## config.mk

```make
export PLATFORM = sky130hd
export DESIGN_NAME = cpu_out_trace
export DESIGN_NICKNAME = d
export VERILOG_FILES = /design/src/rtl/cpu_out_trace.sv
export SDC_FILE = /design/constraint.sdc
export NUM_CORES = 1
export LEC_CHECK = 0
export BUFFER_PORTS_ARGS = -buffer_cell sky130_fd_sc_hd__buf_4
export CORE_ASPECT_RATIO = 0.7
export CORE_MARGIN = 2
export CORE_UTILIZATION = 50
export DETAILED_ROUTE_END_ITERATION = 7
export HOLD_SLACK_MARGIN = 0.15
export MAX_ROUTING_LAYER = met4
export PLACE_DENSITY = 0.69
export RECOVER_POWER = 50
export SYNTH_ARGS = -nofsm -noshare
export SYNTH_HDL_FRONTEND = slang
export SYNTH_SLANG_ARGS = --single-unit
```

## constraint.sdc

```tcl
create_clock -name boardCLK -period 3.53 [get_ports boardCLK]
set_input_delay 0.5295 -clock boardCLK [delete_from_list [all_inputs] [get_ports boardCLK]]
set_output_delay 0.5295 -clock boardCLK [all_outputs]
set_load 0.1 [all_outputs]
```

## src/rtl/cpu_out_trace.sv

```systemverilog
// cpu_out_trace
//   Watches the CPU output bus and records every value change, together with
//   a cycle timestamp, into a circular trace buffer. It also flags program
//   completion once the bus has stayed quiet for HALT_CYCLES enabled cycles.
//   Entries are drained oldest-first over a valid/ready read port.
//
// Ports
//   boardCLK  : clock, all state updates on the rising edge
//   reset     : synchronous, active-high reset
//   enable    : timestamp, halt counter, FSM and capture advance only while 1
//   mode_wrap : 0 = drop new entries when full, 1 = overwrite oldest when full
//   cpu_out   : monitored CPU output bus
//   rd_ready  : consumer takes the head entry this cycle
//   rd_valid  : buffer holds at least one entry
//   rd_data   : value of the oldest entry
//   rd_ts     : timestamp of the oldest entry
//   count     : number of entries held
//   overflow  : sticky, some entry was dropped or overwritten
//   halted    : sticky, program completion detected
module cpu_out_trace #(
  parameter int DATA_W      = 8,
  parameter int DEPTH       = 16,
  parameter int TS_W        = 16,
  parameter int HALT_CYCLES = 330
) (
  input  logic                     boardCLK,
  input  logic                     reset,
  input  logic                     enable,
  input  logic                     mode_wrap,
  input  logic [DATA_W-1:0]        cpu_out,
  input  logic                     rd_ready,
  output logic                     rd_valid,
  output logic [DATA_W-1:0]        rd_data,
  output logic [TS_W-1:0]          rd_ts,
  output logic [$clog2(DEPTH):0]   count,
  output logic                     overflow,
  output logic                     halted
);

  localparam int PTR_W = $clog2(DEPTH);
  localparam int CNT_W = PTR_W + 1;
  localparam int HC_W  = $clog2(HALT_CYCLES + 1);

  localparam logic [TS_W-1:0]  TS_MAX   = '1;
  localparam logic [CNT_W-1:0] FULL_CNT = CNT_W'(DEPTH);
  localparam logic [HC_W-1:0]  HALT_LIM = HC_W'(HALT_CYCLES);

  typedef enum logic [1:0] {
    IDLE,
    RUN,
    HALTED
  } state_t;

  state_t            state_q, state_d;
  logic [TS_W-1:0]   ts_q, ts_d;
  logic [HC_W-1:0]   halt_cnt_q, halt_cnt_d;
  logic [DATA_W-1:0] last_q, last_d;
  logic [PTR_W-1:0]  wr_ptr_q, wr_ptr_d;
  logic [PTR_W-1:0]  rd_ptr_q, rd_ptr_d;
  logic [CNT_W-1:0]  count_q, count_d;
  logic              overflow_q, overflow_d;
  logic              halted_q, halted_d;

  logic [DATA_W-1:0] mem_data_q [DEPTH];
  logic [TS_W-1:0]   mem_ts_q   [DEPTH];

  logic capture;
  logic pop;
  logic full;
  logic mem_we;

  // Capture decision, timestamp and halt detection. A capture in RUN takes
  // priority over the halt threshold, so a change arriving on the very cycle
  // the counter would expire keeps the program running.
  always_comb begin
    state_d    = state_q;
    ts_d       = ts_q;
    halt_cnt_d = halt_cnt_q;
    last_d     = last_q;
    halted_d   = halted_q;
    capture    = 1'b0;
    if (enable) begin
      if (ts_q != TS_MAX) begin
        ts_d = ts_q + TS_W'(1);
      end
      case (state_q)
        IDLE: begin
          capture    = 1'b1;
          halt_cnt_d = '0;
          state_d    = RUN;
        end
        RUN: begin
          if (cpu_out != last_q) begin
            capture    = 1'b1;
            halt_cnt_d = '0;
          end else if (halt_cnt_q + HC_W'(1) == HALT_LIM) begin
            halt_cnt_d = HALT_LIM;
            halted_d   = 1'b1;
            state_d    = HALTED;
          end else begin
            halt_cnt_d = halt_cnt_q + HC_W'(1);
          end
        end
        default: begin
        end
      endcase
      if (capture) begin
        last_d = cpu_out;
      end
    end
  end

  // Circular buffer bookkeeping. A simultaneous pop frees the head slot, so
  // a push is always accepted then, even when the buffer is full.
  always_comb begin
    rd_valid   = (count_q != '0);
    full       = (count_q == FULL_CNT);
    pop        = rd_valid && rd_ready;
    mem_we     = 1'b0;
    wr_ptr_d   = wr_ptr_q;
    rd_ptr_d   = rd_ptr_q;
    count_d    = count_q;
    overflow_d = overflow_q;
    if (capture) begin
      if (pop || !full) begin
        mem_we   = 1'b1;
        wr_ptr_d = wr_ptr_q + PTR_W'(1);
      end else if (mode_wrap) begin
        mem_we     = 1'b1;
        wr_ptr_d   = wr_ptr_q + PTR_W'(1);
        rd_ptr_d   = rd_ptr_q + PTR_W'(1);
        overflow_d = 1'b1;
      end else begin
        overflow_d = 1'b1;
      end
    end
    if (pop) begin
      rd_ptr_d = rd_ptr_q + PTR_W'(1);
    end
    if (capture && !pop && !full) begin
      count_d = count_q + CNT_W'(1);
    end else if (pop && !capture) begin
      count_d = count_q - CNT_W'(1);
    end
  end

  // Control state and status flags.
  always_ff @(posedge boardCLK) begin
    if (reset) begin
      state_q    <= IDLE;
      ts_q       <= '0;
      halt_cnt_q <= '0;
      last_q     <= '0;
      wr_ptr_q   <= '0;
      rd_ptr_q   <= '0;
      count_q    <= '0;
      overflow_q <= 1'b0;
      halted_q   <= 1'b0;
    end else begin
      state_q    <= state_d;
      ts_q       <= ts_d;
      halt_cnt_q <= halt_cnt_d;
      last_q     <= last_d;
      wr_ptr_q   <= wr_ptr_d;
      rd_ptr_q   <= rd_ptr_d;
      count_q    <= count_d;
      overflow_q <= overflow_d;
      halted_q   <= halted_d;
    end
  end

  // Trace storage has no reset; only slots between the pointers are meaningful.
  always_ff @(posedge boardCLK) begin
    if (mem_we) begin
      mem_data_q[wr_ptr_q] <= cpu_out;
      mem_ts_q[wr_ptr_q]   <= ts_q;
    end
  end

  // Head entry is shown combinationally; forced to zero while empty so the
  // read port is clean straight out of reset.
  always_comb begin
    rd_data = '0;
    rd_ts   = '0;
    if (rd_valid) begin
      rd_data = mem_data_q[rd_ptr_q];
      rd_ts   = mem_ts_q[rd_ptr_q];
    end
  end

  assign count    = count_q;
  assign overflow = overflow_q;
  assign halted   = halted_q;

endmodule
```

After elaboration in Yosys (flattened, before gate mapping)
Memories as Yosys holds them, arrays and structs flattened. A register that Yosys moved wholly into a read port is not among the register bits.
Cells that the tools add are included.
{ "word_totals": {"ff_bits": 50, "ramBits": 384, "inputBits": 13, "out_inout_bits": 32, "word_cells": 79, "mem_count": 2} }
{ "op_classes": {"addsub": 6, "eq_ne": 8, "n_mux": 29, "n_bitwise": 2, "n_reduce_logical": 23} }
{ "mem_list": {"columns": ["name", "depth", "width", "read_ports", "rd_ports_with_merged_regs", "wr", "line", "source"], "rows": [
  ["mem_ts_q", 16, 16, 1, 1, 1, "65", "logic [TS_W-1:0] mem_ts_q [DEPTH];"],
  ["mem_data_q", 16, 8, 1, 1, 1, "64", "logic [DATA_W-1:0] mem_data_q [DEPTH];"]
]} }
{ "op_table": {"columns": ["op", "count"], "rows": [
  ["$mux W4", 10],
  ["$mux W9", 2],
  ["$pmux W9 S2", 1],
  ["$add A16 B1 Y16 const B", 1],
  ["$mux W16", 1],
  ["$ne A16 B16 Y1 const B", 1],
  ["$mux W5", 2],
  ["$reduce_and A2 Y1", 5],
  ["$reduce_bool A2 Y1", 5],
  ["$add A9 B1 Y9 const B", 1],
  ["$eq A9 B9 Y1 const B", 1],
  ["$add A4 B1 Y4 const B", 2],
  ["$mux W1", 8],
  ["$mux W8", 1],
  ["$ne A8 B8 Y1", 1],
  ["$reduce_and A4 Y1", 2],
  ["$ne A2 B2 Y1 const B", 3],
  ["$add A5 B1 Y5 const B", 1],
  ["$eq A5 B5 Y1 const B", 1],
  ["$reduce_bool A5 Y1", 1],
  ["$sub A5 B1 Y5 const B", 1],
  ["$logic_and A1 B1 Y1", 4],
  ["$mux W2", 2],
  ["$pmux W2 S2", 1],
  ["7 further kinds", 10]
]} }

Logic depth before layout (Yosys ltp)
{ "depth": {"ltp_word": 9, "mapped_depth": 12, "depth_no_buf": 11} }

Worst setup path after synthesis
OpenSTA, ideal clock, no wires.
{ "synth_path": {"path_type": "register to register", "startpoint": "register count_q[0], in the netlist count[0]", "endpoint": "memory mem_data_q[0][0], enable pin", "setup_time_ns": 0.435, "arrival_ns": 3.647, "path_slack_ns": -0.552, "stages_incl_launch_ff": 8, "n_path_buf": 1, "period_less_slack_ns": 4.082, "path_cell_list": "dfxtp_1 > nor4_2 > nand3b_1 > or2_1 > and2_1 > clkbuf_1 > nand2_1 > nor3_1"} }
{ "synth_between": {"elab_chain_len": 7, "elab_cells_between_ends": 9, "cone_classes": "1 x eq/ne; 4 x mux; 4 x reduce/logical"} }
{ "synth_lines": {"columns": ["element", "line", "source"], "rows": [
  ["start, declared", "60", "logic [CNT_W-1:0] count_q, count_d;"],
  ["start signal, assigned", "166", "count_q <= count_d;"],
  ["$eq A5 B5 Y1 / $reduce_bool A5 Y1 (equally long branches)", "117, 116", null],
  ["$logic_not A1 Y1 / $logic_and A1 B1 Y1 (equally long branches)", "125, 118", null],
  ["$logic_or A1 B1 Y1 (*)", "125", "if (pop || !full) begin"],
  ["$mux W1 (*)", "125", null],
  ["$mux W1 (*)", "124", "if (capture) begin"],
  ["$mux W1 (*)", "174", "if (mem_we) begin"],
  ["$mux W1 (implied by the code) (*)", "175", "mem_data_q[wr_ptr_q] <= cpu_out;"],
  ["end, declared", "64", null]
]} }
Mark *: on every way between the ends. The rest lies on a longest branch, timed or not.

==> metrics.txt <==
antenna violations before repair=0; setup TNS=0 ns; Rel. slew slack=0.209; Reg power frac=0.415; clock buffer count from CTS=41; ANT nets after route=0; Overflow after GRT=0; startpoint types=flop; syn_area_per_cell=around 19 um2; Reg2Reg Launch Point=last_q[7]; commonest register cell after synthesis=edfxtp_1; clk buf depth=3; fin crit period=between 3 and 4 ns; routability cong.=0.765; hold_sp=rd_ready; final worst slack=approximately 0.14 ns; Hold WS=0.414 ns; Port Buffers=between 40 and 50; Tcrit/Tclk final=0.960; clk_lat worst skew=0.54 ns; pwr dens=720 nW/um2; DR vias/cell=5.77; Hold Vio Cnt, Final=0; Clk network pwr share=0.301; RSZ-0062 raised after global routing=false; total number of vias=8424; detailed placement HPWL=20000 um; total routed wirelength=35300 um; CP Cell Sequence=buf_4 -> mux4_2 -> mux4_2 -> and2_1 -> buf_4; postcts setup bufs=1; clk_skew=0.0210 ns; Arrival @ worst endpoint=2.86 ns; Starting Density=0.511; Area Overhead vs Synth=13.7%; Post-Route Utilization=0.581; crit-path max FO=13; status=finished clean; global-route wire length before repair=53600 um; post-synth cell types=46; max-slew violation count=0; DRC Markers=0; Combinational Power Share=0.284; Post-synth ARST share=0; Tightest Pin Transition=between 1 and 1.5 ns; Psw=4.62 mW; initial DRC count=between 800 and 900; vias in the first global route=8374; CP max stage delay=a little under 0.6 ns; die area=36000 um2; ant diodes=0; leading area contributor after synthesis=edfxtp_1; EDFF count, synth=384; Static Leak=6.11 nW; CTS tree=built; ranking of synthesized cells by area=edfxtp_1 67%, mux4_2 16%, dfxtp_1 6.3%; I/O pin count=45; Crit path max-delay family=multiplexers; syn nets=~910; core box area=33800 um2; largest net degree at the start of global routing=56; Die H=about 160 um; Rows=56; Hold Crit Depth=4; crit path kind=reg -> out; CP Capture Type=primary output; Synth Cell Area=17300 um2; clk slew on worst S/H paths=approximately 0.060 ns; hold endpoint=count[4]; CTS Sinks=approximately 440; DR pass1 iterations=5; Die Width=226 um; layout cells sized above 1=0.246; register area share after synthesis=0.731; Worst R2R Path Depth=12; Hold Path Class=in -> reg; Post-Place Worst Slack=approximately 0.15 ns; Tot Pwr=14.1 mW; RR Endpoint=count[4]; hold_buf cts=0; H-tree Lvls=2; Filler cells=between 2000 and 2500; nets@finish=988; post-CTS sizing=0; post-synth top area share=0.668; Pint=9.50 mW; Synth Instances=889; r2r setup slk=around 0.56 ns; CP required=3.00 ns; setup violators final=0; switching share of power=0.327; detailed-route wire length per cell=between 20 and 25 um; Max-Cap Viols=0; CP max-delay cell=dfxtp_4; critical path buffer and inverter count=2; Yosys warnings=0; Clock Tree Root=clkbuf_16; flops & latches, synth=438; fmax=295 MHz; VDD IR-drop max=roughly 620 uV; gr usage total=0.209
final cells by class:
cell class / count / area (um2) / share of cell area
well taps: 464 / 581 / 0.0296
clock inverters: 22 / 170 / 0.00867
clock buffers: 53 / 1110 / 0.0568
multi-input cells: 397 / 4520 / 0.230
inverters: 11 / 41.3 / 0.00210
flip-flops and latches: 438 / 12600 / 0.643
repair buffers: 74 / 572 / 0.0291
logic make-up (layout without fill, tap and decap cells):
kind of cell | Yosys count | in the layout | synth area share
xor+xnor | 35 | 35 | 0.0178
buf+inv | 54 | 160 | 0.0150
compound gates | 39 | 39 | 0.0143
simple gates | 183 | 183 | 0.0510
mux | 128 | 128 | 0.162
fa+ha+maj | 12 | 12 | 0.00914
flops | 438 | 438 | 0.731
routing by layer:
metal / share of wire / up-vias / track usage
li1: - / 3709 / -
met1: 0.46 / 4411 / 0.318
met2: 0.46 / 273 / 0.300
met3: 0.071 / 31 / 0.0386
met5: 0 / - / -
met4: 0.012 / 0 / 0.0404
registers in the layout, summed over array words and instances, names as in the netlist, 4 cells and up, named ones only:
| register | count |
|---|---|
| last_q | 8 |
| count | 5 |
| wr_ptr_q | 4 |
| halt_cnt_q | 9 |
| mem_data_q | 128 |
| rd_ptr_q | 4 |
| mem_ts_q | 256 |
| ts_q | 16 |
synth_stat cells, types with 3 or more instances:
master,number
nor2_1,59
clkbuf_1,16
a21oi_1,18
mux4_2,120
nand3_1,13
mux2i_1,7
xnor2_1,25
buf_2,9
nand4_1,5
nand2_1,42
inv_1,11
nor4_1,4
nand3b_1,3
nor3_1,13
a21o_1,4
edfxtp_1,384
buf_6,6
xor2_1,10
nor3b_1,3
nand2b_1,4
and2_1,25
dfxtp_1,54
and3_1,5
ha_1,11
buf_1,12
stage by stage:
stage          instance area (um2)  instances
5_1_grt                      19600       1459
4_1_cts                      19700       1459
3_5_place_dp                 18400       1383
2_1_floorplan                17300        889
3_3_place_gp                 18400       1383
6_report                     19600       1459
power by group through the flow:
| stage | Sequential (mW) | Combinational [mW] | Clock (mW) |
|---|---|---|---|
| after detailed placement | 6.00 | 4.02 | 0 |
| after global routing | 5.88 | 4.21 | 4.54 |
| after floorplan | 6.06 | 3.02 | 0 |
| after CTS | 5.87 | 4.08 | 4.33 |
| final | 5.87 | 4.01 | 4.24 |
| after global placement | 6.00 | 4.01 | 0 |
how the worst max path moves through the flow:
stage | start | end | slack [ns] | cells past startpoint
detailed placement | cpu_out[7] | count[4] | 0.15 | 13
global route | flop | rd_data[7] | 0.03 | 5
finish | flop | rd_data[7] | 0.14 | 5
floorplan | count[0] | rd_data[0] | 0.04 | 5
CTS | flop | rd_ts[2] | 0.09 | 5
global placement | cpu_out[7] | count[4] | 0.20 | 13
worst register-to-register path, delay by kind of cell, from the launching register on:
kind                     cells  cell delay (ns)
XOR/XNOR                     1             0.25
buffers and inverters        1             0.20
adder cells (fa/ha/maj)      1             0.37
AO/OA/AOI/OAI                6             1.39
multiplexers                 1             0.08
AND/OR/NAND/NOR              2             0.24
flip-flops                   1             0.32
cells in the final DEF, fill, tap and decap left out, types with 5 or more instances in the layout:
cell type / count
a21oi_1: 18
mux4_2: 120
buf_4: 46
nor2_4: 12
clkbuf_1: 31
clkinv_1: 15
nor2_1: 47
ha_1: 11
inv_1: 11
and2_1: 24
nand2_1: 42
clkbuf_16: 43
xnor2_1: 25
and3_1: 5
nor3_1: 9
buf_12: 6
edfxtp_1: 384
nand4_1: 5
xor2_1: 10
dfxtp_1: 51
mux2i_1: 7
nand3_1: 13
No activity file was read; power rests on OpenSTA's default activity.
